File: src/rtl/countdown_seq_ctrl.sv
// Sequencer for the shared 4-bit loadable down-counter: load, prescaled decrements, done/reload.
// Latency: start_ack and counter latch one cycle after an accepted start; done N*(P+1)+3 cycles after start.
// Backpressure: none; start is only accepted in IDLE, stop aborts at once, pause freezes the countdown.
module countdown_seq_ctrl #(
    parameter int WIDTH = 4,
    parameter int PS_W  = 8
) (
    input  logic             clk,
    input  logic             rst,
    input  logic             start,
    input  logic             stop,
    input  logic             pause,
    input  logic             mode,
    input  logic [WIDTH-1:0] load_val,
    input  logic [PS_W-1:0]  prescale,
    input  logic             cnt_zero,
    output logic             cnt_latch,
    output logic             cnt_dec,
    output logic [WIDTH-1:0] cnt_in,
    output logic             start_ack,
    output logic             busy,
    output logic             done
);

    typedef enum logic [1:0] {
        S_IDLE  = 2'd0,
        S_LOAD  = 2'd1,
        S_COUNT = 2'd2,
        S_DONE  = 2'd3
    } state_t;

    state_t           state;
    logic [WIDTH-1:0] reload_reg;
    logic [PS_W-1:0]  ps_reg;
    logic [PS_W-1:0]  ps_cnt;
    logic             mode_reg;
    logic             ps_hit;

    // Prescale terminal count; the compare fires at ps_reg, so ps_cnt never wraps.
    assign ps_hit = (ps_cnt == ps_reg);

    // Sequencer state, captured start parameters, prescale counter and registered status outputs.
    always_ff @(posedge clk) begin
        if (rst) begin
            state      <= S_IDLE;
            reload_reg <= '0;
            ps_reg     <= '0;
            mode_reg   <= 1'b0;
            ps_cnt     <= '0;
            start_ack  <= 1'b0;
            busy       <= 1'b0;
        end else begin
            start_ack <= 1'b0;
            case (state)
                S_IDLE: begin
                    // start together with stop is treated as no request at all
                    if (start && !stop) begin
                        reload_reg <= load_val;
                        ps_reg     <= prescale;
                        mode_reg   <= mode;
                        start_ack  <= 1'b1;
                        busy       <= 1'b1;
                        state      <= S_LOAD;
                    end
                end
                S_LOAD: begin
                    if (stop) begin
                        busy  <= 1'b0;
                        state <= S_IDLE;
                    end else begin
                        ps_cnt <= '0;
                        state  <= S_COUNT;
                    end
                end
                S_COUNT: begin
                    if (stop) begin
                        busy  <= 1'b0;
                        state <= S_IDLE;
                    end else if (cnt_zero) begin
                        state <= S_DONE;
                    end else if (pause) begin
                        ps_cnt <= ps_cnt;
                    end else if (ps_hit) begin
                        ps_cnt <= '0;
                    end else begin
                        ps_cnt <= ps_cnt + PS_W'(1);
                    end
                end
                S_DONE: begin
                    if (stop || !mode_reg) begin
                        busy  <= 1'b0;
                        state <= S_IDLE;
                    end else begin
                        // periodic mode reloads with the values captured at start
                        state <= S_LOAD;
                    end
                end
                default: begin
                    busy  <= 1'b0;
                    state <= S_IDLE;
                end
            endcase
        end
    end

    // Counter strobes and done pulse decoded from the current state; stop masks all of them.
    always_comb begin
        cnt_in    = reload_reg;
        cnt_latch = 1'b0;
        cnt_dec   = 1'b0;
        done      = 1'b0;
        if (!stop) begin
            case (state)
                S_LOAD:  cnt_latch = 1'b1;
                S_COUNT: cnt_dec   = !cnt_zero && !pause && ps_hit;
                S_DONE:  done      = 1'b1;
                default: ;
            endcase
        end
    end

endmodule

File: config.mk
export PLATFORM = sky130hd
export DESIGN_NAME = countdown_seq_ctrl
export DESIGN_NICKNAME = d
export VERILOG_FILES = /design/src/rtl/countdown_seq_ctrl.sv
export SDC_FILE = /design/constraint.sdc
export NUM_CORES = 1
export LEC_CHECK = 0
export ABC_AREA = 1
export BUFFER_PORTS_ARGS = -buffer_cell sky130_fd_sc_hd__buf_4
export CAP_MARGIN = 5
export CORE_MARGIN = 2
export CORE_UTILIZATION = 45
export DETAILED_ROUTE_END_ITERATION = 16
export HOLD_SLACK_MARGIN = 0.05
export PLACE_DENSITY = 0.72
export RECOVER_POWER = 25
export SYNTH_ARGS = -nofsm -noshare
export SYNTH_HDL_FRONTEND = slang
export SYNTH_SLANG_ARGS = --single-unit
File: constraint.sdc
create_clock -name clk -period 4.4 [get_ports clk]
set_clock_uncertainty 0.1 [all_clocks]
set_input_delay 0.66 -clock clk [delete_from_list [all_inputs] [get_ports clk]]
set_output_delay 0.66 -clock clk [all_outputs]
set_load 0.03 [all_outputs]
==> results_dict.tcl, run 1 <==
set metrics [dict create \
    status "completed" \
    critPathTopFamily "simple AND/OR/NAND/NOR gates" \
    yosysUniqueCellTypes 23 \
    reg2regPathDepth 5 \
    cp.depth 6 \
    tightest_slew_ps 824.1 \
    slowest_stage "dfxtp_1" \
    cts_root_buf "clkbuf_4" \
    final_cell_count_no_fill 239 \
    grt_pass1_wl_um 4650 \
    setup_violations 0 \
    drt-wirelength-per-cell_um 10.99 \
    place_inst 235 \
    grt_start_max_net_pins 28 \
    syn-instance-count 180 \
    crit_required_ps 3640 \
    crit_path_start_kind "register" \
    layout.nets 234 \
    holdBufCountCts 0 \
    preCtsSetupSlack_ps 2080 \
    grt_usage_pct 17.53 \
    syn_nets 205 \
    cts_buffers 3 \
    synth_top_area_share_pct 38.24 \
    area_growth_pct 17.30 \
    antenna_found_initial 0 \
    vdd_drop_max_mv 0.2758 \
    design.core.area_um2 2758 \
    cts_resized 0 \
    first_iter_violations 24 \
    path_cells "inv_1, ha_1, nand2_1, or2_4, nor3_1, buf_4" \
    p_switching_uw 289.0 \
    setup_tns_ps 0 \
    routed_wl_um 2627 \
    num_vias 1185 \
    postRouteAntennaNets 0 \
    fp.dieH_um 57.93 \
    finalCritPeriodShare_pct 57.78 \
    num_antenna_cells 0 \
    first_global_vias 1175 \
    end_kind "output pin" \
    netlist_top_cells_area "dfxtp_1 38%, nand2_1 10%, inv_1 7.7%, a21oi_1 6.9%, o21ai_0 6.1%" \
    first_pass_iters 4 \
    drive_gt1_share_pct 19.71 \
    whs_ps 359.6 \
    power.share.sequential_pct 42.4 \
    crit_buf_inv 2 \
    start_util_pct 47.46 \
    h-tree-depth 1 \
    synth.ff_latch_count 25 \
    slew_viol_final 0 \
    p_int_uw 402.0 \
    yosysWarnings 0 \
    synth_area_um2 1309 \
    overflow 0 \
    power_frac_clock_pct 15.8 \
    die-area_um2 3356 \
    maxCapViolCount 0 \
    worstPathArrival_ps 1780 \
    clkSinkCount 25 \
    rsz0062_at_grt "false" \
    post-route-min-period_ps 2542 \
    worstSetupPathType "register to output pin" \
    combPwrFrac_pct 41.8 \
    seq_area_frac_synth_pct 38.24 \
    fin_util_pct 55.67 \
    postSynthAreaPerCell_um2 7.271 \
    max_freq_ghz 0.3933 \
    slowest_delay_ps 360 \
    clk_latency_ps 330 \
    leakage_nw 0.6468 \
    gp_congestion 0.8850 \
    crit_fanout 4 \
    cts.clk_slew.worst_paths_ps 160 \
    dieWidth_um 57.93 \
    hold_class "register to register" \
    clockBufferDepth 2 \
    p_per_area_nw_per_um2 450.1 \
    dp_hpwl_um 2026 \
    io_pins 28 \
    cts_setup_buffers 0 \
    cts_tree "built" \
    regToRegSetupSlack_ps 2450 \
    switching_share_pct 41.82 \
    viasPerCell 4.958 \
    n_fill_cell 284 \
    crit_start "state[0]" \
    reg2reg_from "state[1]" \
    row_count 19 \
    regArea_um2 500.5 \
    portBuffers 27 \
    relSlewSlack_pct 44.91 \
    hold_viol_final 0 \
    fin_ws_ps 1858 \
    cp-endpoint "cnt_dec" \
    multi_input_comb_area_um2 673.1 \
    drc 0 \
    reg2reg_to "ps_reg[6]" \
    yosys.area.top_type "dfxtp_1" \
]
-- tightest hold or removal path: stages (launching register included) --
cell,delay [ps]
dfxtp_1,340
inv_1,50
a21oi_1,50
-- cell usage after synthesis, drive strengths merged --
master and number:
a211oi 2, a21oi 18, buf 2, clkbuf 1, dfxtp 25, ha 6
inv 29, nand2 43, nand3 7, nor2 18, nor3 1, o21ai 18
or2 1, xnor2 4, xor2 5
-- placed cells by master, fill, tap and decap left out --
cell type,count
xor2_1,5
nor3_1,1
clkinvlp_4,1
o21ai_1,1
nor2_4,1
xnor2_1,4
buf_4,22
nor2_2,5
nand3_1,7
clkbuf_1,5
dfxtp_1,25
clkbuf_4,3
a21oi_1,18
inv_1,27
inv_2,2
nand2_1,38
a211oi_1,2
o21ai_0,16
o21ai_2,1
nand2_4,2
nand2_2,3
nor2_1,12
or2_4,1
ha_1,6
-- stage by stage --
step	power (mW)	instance area [um^2]
6_report	0.6910	1535
5_1_grt	0.7524	1535
4_1_cts	0.7113	1564
3_5_place_dp	0.6018	1534
3_3_place_gp	0.5909	1534
2_1_floorplan	0.5231	1309
-- per-layer routing --
layer	part of all wire (%)	global-route usage, %
met5	0	0
met3	4.0	2.009
met4	1.8	8.638
met1	46	21.76
met2	48	30.03
-- logic make-up (layout without fill, tap and decap cells) --
logic type / after synthesis / count (layout) / synth area share (%)
compound gates: 38 / 38 / 15.20
buf+inv: 32 / 60 / 9.560
simple gates: 70 / 70 / 25.24
fa+ha+maj: 6 / 6 / 5.736
flops: 25 / 25 / 38.24
xor+xnor: 9 / 9 / 6.023
-- final cells by class --
class / count / share of cell area [%]
multi-input combinational: 123 / 43.85
inverter: 29 / 7.090
clock buffer: 3 / 1.467
timing repair buffer: 27 / 11.98
tap: 31 / 2.526
clock inverter: 1 / 0.4890
sequential: 25 / 32.60
-- how the worst min path moves through the flow --
| stage | startpoint | to | slack (ps) | cells after the start |
|---|---|---|---|---|
| 3_3_place_gp | cnt_in[2] | cnt_in[2] | 340 | 2 |
| 2_1_floorplan | mode_reg | mode_reg | 320 | 2 |
| 6_report | cnt_in[3] | cnt_in[3] | 360 | 2 |
| 5_1_grt | cnt_in[0] | cnt_in[0] | 380 | 2 |
| 3_5_place_dp | cnt_in[3] | cnt_in[3] | 340 | 2 |
| 4_1_cts | cnt_in[3] | cnt_in[3] | 360 | 2 |
-- power groups by stage --
| stage | combinational (mW) | clock [mW] | sequential, mW |
|---|---|---|---|
| 6_report | 0.289 | 0.109 | 0.293 |
| 3_5_place_dp | 0.303 | 0 | 0.299 |
| 2_1_floorplan | 0.208 | 0 | 0.315 |
| 5_1_grt | 0.333 | 0.121 | 0.299 |
| 3_3_place_gp | 0.295 | 0 | 0.296 |
| 4_1_cts | 0.305 | 0.112 | 0.294 |
Power figures use the tool's default switching activity.
==> inputs of run 2 (changes only) <==
--- a/config.mk
+++ b/config.mk
@@ -5,7 +5,7 @@
 export SDC_FILE = /design/constraint.sdc
 export NUM_CORES = 1
 export LEC_CHECK = 0
-export ABC_AREA = 1
+export ABC_AREA = 0
 export BUFFER_PORTS_ARGS = -buffer_cell sky130_fd_sc_hd__buf_4
 export CAP_MARGIN = 5
 export CORE_MARGIN = 2
==> constraint.sdc (replaced) <==
create_clock -name clk -period 2.5 [get_ports clk]
set_clock_uncertainty 0.1 [all_clocks]
set_input_delay 0.375 -clock clk [delete_from_list [all_inputs] [get_ports clk]]
set_output_delay 0.375 -clock clk [all_outputs]
set_load 0.03 [all_outputs]
==> run 2 against run 1 <==
Against the previous run:
- first-iteration DRC count up 33%
- critical path depth down 2
- sequential share of layout area up 1.1 points
- critical path type unchanged
- highest routed layer unchanged
==> results_dict.tcl, run 2 <==
set metrics [dict create \
    synth_area_um2 1262 \
    setup_tns_ps 0 \
    p_int_uw 539.3 \
    preCtsSetupSlack_ps 439.8 \
    synth-async-reset-ratio_pct 0 \
    routed_wl_um 2553 \
    drc 0 \
    portBuffers 27 \
    num_vias 1068 \
    n_fill_cell 279 \
    cts_resized 0 \
    drt-wirelength-per-cell_um 12.16 \
    seq_area_frac_synth_pct 39.64 \
    synth_edf_count 0 \
    first_global_vias 1057 \
    cts.clk_slew.worst_paths_ps 130 \
    holdBufCountCts 0 \
    power_frac_clock_pct 23.7 \
    clockBufferDepth 2 \
    yosysMostFrequentCell "nand2_1" \
    yosys.area.top_type "dfxtp_1" \
    area_growth_pct 17.64 \
    io_pins 28 \
    num_antenna_cells 0 \
    power.share.sequential_pct 56.4 \
    totalPowerFinal_uw 757.4 \
    crit_required_ps 2030 \
    grt_start_max_net_pins 21 \
    syn_nets 177 \
    crit_path_start_kind "register" \
    yosysWarnings 0 \
    clkSinkCount 25 \
    dp_hpwl_um 1913 \
    postSynthAreaPerCell_um2 8.306 \
    max_freq_ghz 0.4577 \
    grt_usage_pct 17.51 \
    slew_viol_final 0 \
    vdd_drop_max_mv 0.5280 \
    yosys-top-cells-count "33 x nand2_1, 25 x dfxtp_1, 20 x a21oi_1" \
    fin_area_um2 1485 \
    cts_root_buf "clkbuf_4" \
    combPwrFrac_pct 19.9 \
    maxCapViolCount 0 \
    worstPathArrival_ps 1710 \
    yosysUniqueCellTypes 32 \
    hold_class "input port to register" \
    final_cell_count_no_fill 210 \
    regArea_um2 500.5 \
    finalCritPeriodShare_pct 87.39 \
    grt_pass1_wl_um 4526 \
    overflow 0 \
    placed_area_um2 1480 \
    layout_commonest_cell "nand2_1" \
    die-area_um2 3245 \
    status "completed" \
    post-route-min-period_ps 2185 \
    cts_buffers 3 \
    row_count 19 \
    whs_ps 184.5 \
    setup_violations 0 \
    antenna_found_initial 0 \
    p_per_area_nw_per_um2 510.0 \
    place_inst 206 \
    end_kind "output pin" \
    worstSetupPathType "register to output pin" \
    syn-instance-count 152 \
    crit_fanout 6 \
    cts_setup_buffers 0 \
    tightest_slew_ps 656.5 \
    design.core.area_um2 2710 \
    final_cell_mix "33 x nand2_1, 25 x dfxtp_1, 22 x buf_4" \
    fin_ws_ps 315.1 \
    viasPerCell 5.086 \
    relSlewSlack_pct 56.23 \
    drive_gt1_share_pct 18.44 \
    gp_congestion 0.7613 \
    multi_input_comb_area_um2 711.9 \
    hold_viol_final 0 \
    postRouteAntennaNets 0 \
    layout.nets 205 \
    rsz0062_at_grt "false" \
    synth.ff_latch_count 25 \
    clk_latency_ps 320 \
    start_util_pct 46.58 \
    h-tree-depth 1 \
    fp.dieH_um 56.97 \
    first_pass_iters 4 \
    first_iter_violations 32 \
    cts_tree "built" \
    netlist_top_cells_area "dfxtp_1 40%, nand2_1 9.8%, a21oi_1 7.9%, ha_1 5.9%, xor2_1 5.6%" \
    ys.flop_type "dfxtp_1" \
    synth_top_area_share_pct 39.64 \
    p_switching_uw 218.2 \
    dieWidth_um 56.97 \
    fin_util_pct 54.80 \
    leakage_nw 0.6526 \
    switching_share_pct 28.80 \
]
run 2: worst paths after layout:
| check | slack, ps | end | from | depth (start not counted) |
|---|---|---|---|---|
| hold / removal | 180 | ps_reg[0] | prescale[0] | 3 |
| hold reg to reg | 370 | cnt_in[3] | cnt_in[3] | 2 |
| setup / recovery | 320 | cnt_dec | ps_cnt[5] | 4 |
| setup reg to reg | 440 | ps_cnt[3] | state[0] | 6 |
run 2: power by group through the flow:
| stage | combinational [mW] | clock, mW | sequential (mW) |
|---|---|---|---|
| after floorplan | 0.0921 | 0 | 0.448 |
| after global placement | 0.155 | 0 | 0.436 |
| after detailed placement | 0.158 | 0 | 0.437 |
| after CTS | 0.159 | 0.184 | 0.428 |
| after global routing | 0.169 | 0.204 | 0.430 |
| final | 0.151 | 0.179 | 0.427 |
run 2: worst max-delay path: stages (launching register included):
cell and delay [ps]:
dfxtp_1 460, xor2_1 140, nor4_4 360, and4_2 270, buf_4 160
run 2: metal layers:
layer  vias to the layer above  part of all wire (%)  GRT usage, %
met5                         -                     0             0
met4                         0                  0.47         2.990
met3                         2                   5.4         5.215
met2                        23                    47         29.72
met1                       480                    47         22.41
li1                        563                     -             -
run 2: kinds of logic (layout without fill, tap and decap cells):
group | Yosys count | in the layout | synth area share [%]
muxes | 2 | 2 | 1.685
adders and majority gates | 6 | 6 | 5.946
buffers and inverters | 10 | 37 | 3.964
DFF | 25 | 25 | 39.64
AOI/OAI and AO/OA | 32 | 32 | 15.26
xor gates and xnor gates | 10 | 10 | 6.938
and+or+nand+nor | 67 | 67 | 26.56
run 2: area by class of cell:
| class | count | share of cell area (%) |
|---|---|---|
| inverters | 5 | 1.264 |
| multi-input cells | 117 | 47.94 |
| clock inverters | 1 | 0.3370 |
| repair buffers | 28 | 12.64 |
| clock buffers | 3 | 1.516 |
| well taps | 31 | 2.612 |
| flip-flops and latches | 25 | 33.70 |
==> inputs of run 3 (changes only) <==
--- a/config.mk
+++ b/config.mk
@@ -12,7 +12,7 @@
 export CORE_UTILIZATION = 45
 export DETAILED_ROUTE_END_ITERATION = 16
 export HOLD_SLACK_MARGIN = 0.05
-export PLACE_DENSITY = 0.72
+export PLACE_DENSITY = 0.68
 export RECOVER_POWER = 25
 export SYNTH_ARGS = -nofsm -noshare
 export SYNTH_HDL_FRONTEND = slang
==> run 3 against run 2 <==
Against the previous run:
- via count rose by 1.8%
- fmax is 0.26% higher
- first-iteration DRC count increased by 19%
- sequential share of layout area is essentially flat
- power decreased by 0.53%
- combinational power is essentially flat
- sequential power about the same
==> results_dict.tcl, run 3 (synthesis gave the netlist of run 2 again) <==
set metrics [dict create \
    status "completed" \
    max_freq_ghz 0.4589 \
    regToRegSetupSlack_ps 400 \
    crit_fanout 6 \
    end_kind "output pin" \
    slowest_delay_ps 470 \
    vdd_drop_max_mv 0.3675 \
    dieWidth_um 56.97 \
    overflow 0 \
    hold_start "load_val[2]" \
    finalCritPeriodShare_pct 87.17 \
    first_global_vias 1039 \
    reg2reg_to "ps_cnt[3]" \
    cts_buffers 3 \
    relSlewSlack_pct 56.13 \
    row_count 19 \
    slowest_stage "dfxtp_1" \
    rsz0062_at_grt "false" \
    start_util_pct 46.58 \
    hold_viol_final 0 \
    cts_setup_buffers 0 \
    final_cell_mix "33 x nand2_1, 25 x dfxtp_1, 22 x buf_4" \
    reg2reg_from "state[0]" \
    fin_ws_ps 320.8 \
    hold_class "input port to register" \
    clockBufferDepth 2 \
    drc 0 \
    num_antenna_cells 0 \
    layout_commonest_cell "nand2_1" \
    crit_required_ps 2030 \
    first_pass_iters 4 \
    postRouteAntennaNets 0 \
    drt-wirelength-per-cell_um 12.11 \
    cts_resized 0 \
    design.core.area_um2 2710 \
    maxCapViolCount 0 \
    num_vias 1087 \
    worstSetupPathType "register to output pin" \
    h-tree-depth 1 \
    gp_congestion 0.7355 \
    post-route-min-period_ps 2179 \
    tightest_slew_ps 658.0 \
    grt_start_max_net_pins 21 \
    dp_hpwl_um 1933 \
    clkSinkCount 25 \
    drive_gt1_share_pct 17.88 \
    grt_pass1_wl_um 4685 \
    setup_violations 0 \
    whs_ps 200.6 \
    reg2regPathDepth 6 \
    slew_viol_final 0 \
    io_pins 28 \
    viasPerCell 5.176 \
    setup_tns_ps 0 \
    path_cells "xor2_1, nor4_4, and4_2, buf_4" \
    cts.clk_slew.worst_paths_ps 130 \
    min_to "cnt_in[2]" \
    cts_tree "built" \
    worstPathArrival_ps 1700 \
    area_growth_pct 17.54 \
    leakage_nw 0.6498 \
    portBuffers 27 \
    holdPathStages 3 \
    routed_wl_um 2544 \
    crit_path_start_kind "register" \
    totalPowerFinal_uw 753.4 \
    fp.dieH_um 56.97 \
    clk_latency_ps 300 \
    preCtsSetupSlack_ps 426.7 \
    cts_root_buf "clkbuf_4" \
    grt_usage_pct 17.88 \
    holdBufCountCts 0 \
    first_iter_violations 38 \
    p_per_area_nw_per_um2 507.7 \
    antenna_found_initial 0 \
    layout.nets 205 \
    die-area_um2 3245 \
]
==> run 3: cell count changes in the layout (fill, tap and decap cells not counted) <==
cell / previous run / this run
clkbuf_1: 6 / 7
clkinv_2: 1 / 0
==> run 3: power breakdown <==
group          internal (mW)  switching, mW
sequential             0.416         0.0113
clock                 0.0622          0.112
combinational         0.0636         0.0887
==> run 3: metal layers <==
layer  track usage, %  part of all wire, %  vias to the layer above
li1                 -                    -                      569
met1            23.94                   47                      491
met2            29.06                   48                       25
met3            4.762                  3.6                        2
met4            3.987                 0.51                        0
met5                0                    0                        -
==> run 3: worst max-delay path by stage <==
stage	startpoint	endpoint	slack [ps]	cells past startpoint
5_1_grt	state[0]	ps_cnt[3]	130	6
3_3_place_gp	state[0]	ps_cnt[3]	560	6
6_report	ps_cnt[5]	cnt_dec	320	4
3_5_place_dp	state[0]	ps_cnt[3]	430	6
4_1_cts	ps_cnt[5]	cnt_dec	290	4
2_1_floorplan	state[0]	ps_cnt[3]	750	6
==> run 3: worst max-delay path, delay by kind of cell, from the launching register on <==
family / cells / cell delay, ps
xor+xnor: 1 / 140
buf+inv: 1 / 150
flops: 1 / 470
simple gates: 2 / 640
==> run 3: area by class of cell <==
type	count	area (um^2)
Fill cell	268	1226
Multi-Input combinational cell	117	711.9
Sequential cell	25	500.5
Timing Repair Buffer	28	187.7
Tap cell	31	38.79
Clock buffer	4	26.28
Inverter	5	18.77
==> run 3: stage by stage <==
stage                     instances  utilization, %  instance area (um^2)
after floorplan                 152               -                  1262
after global placement          206           54.62                  1480
after detailed placement        206           54.62                  1480
after CTS                       210           55.59                  1506
after global routing            210           54.76                  1484
final                           210           54.76                  1484
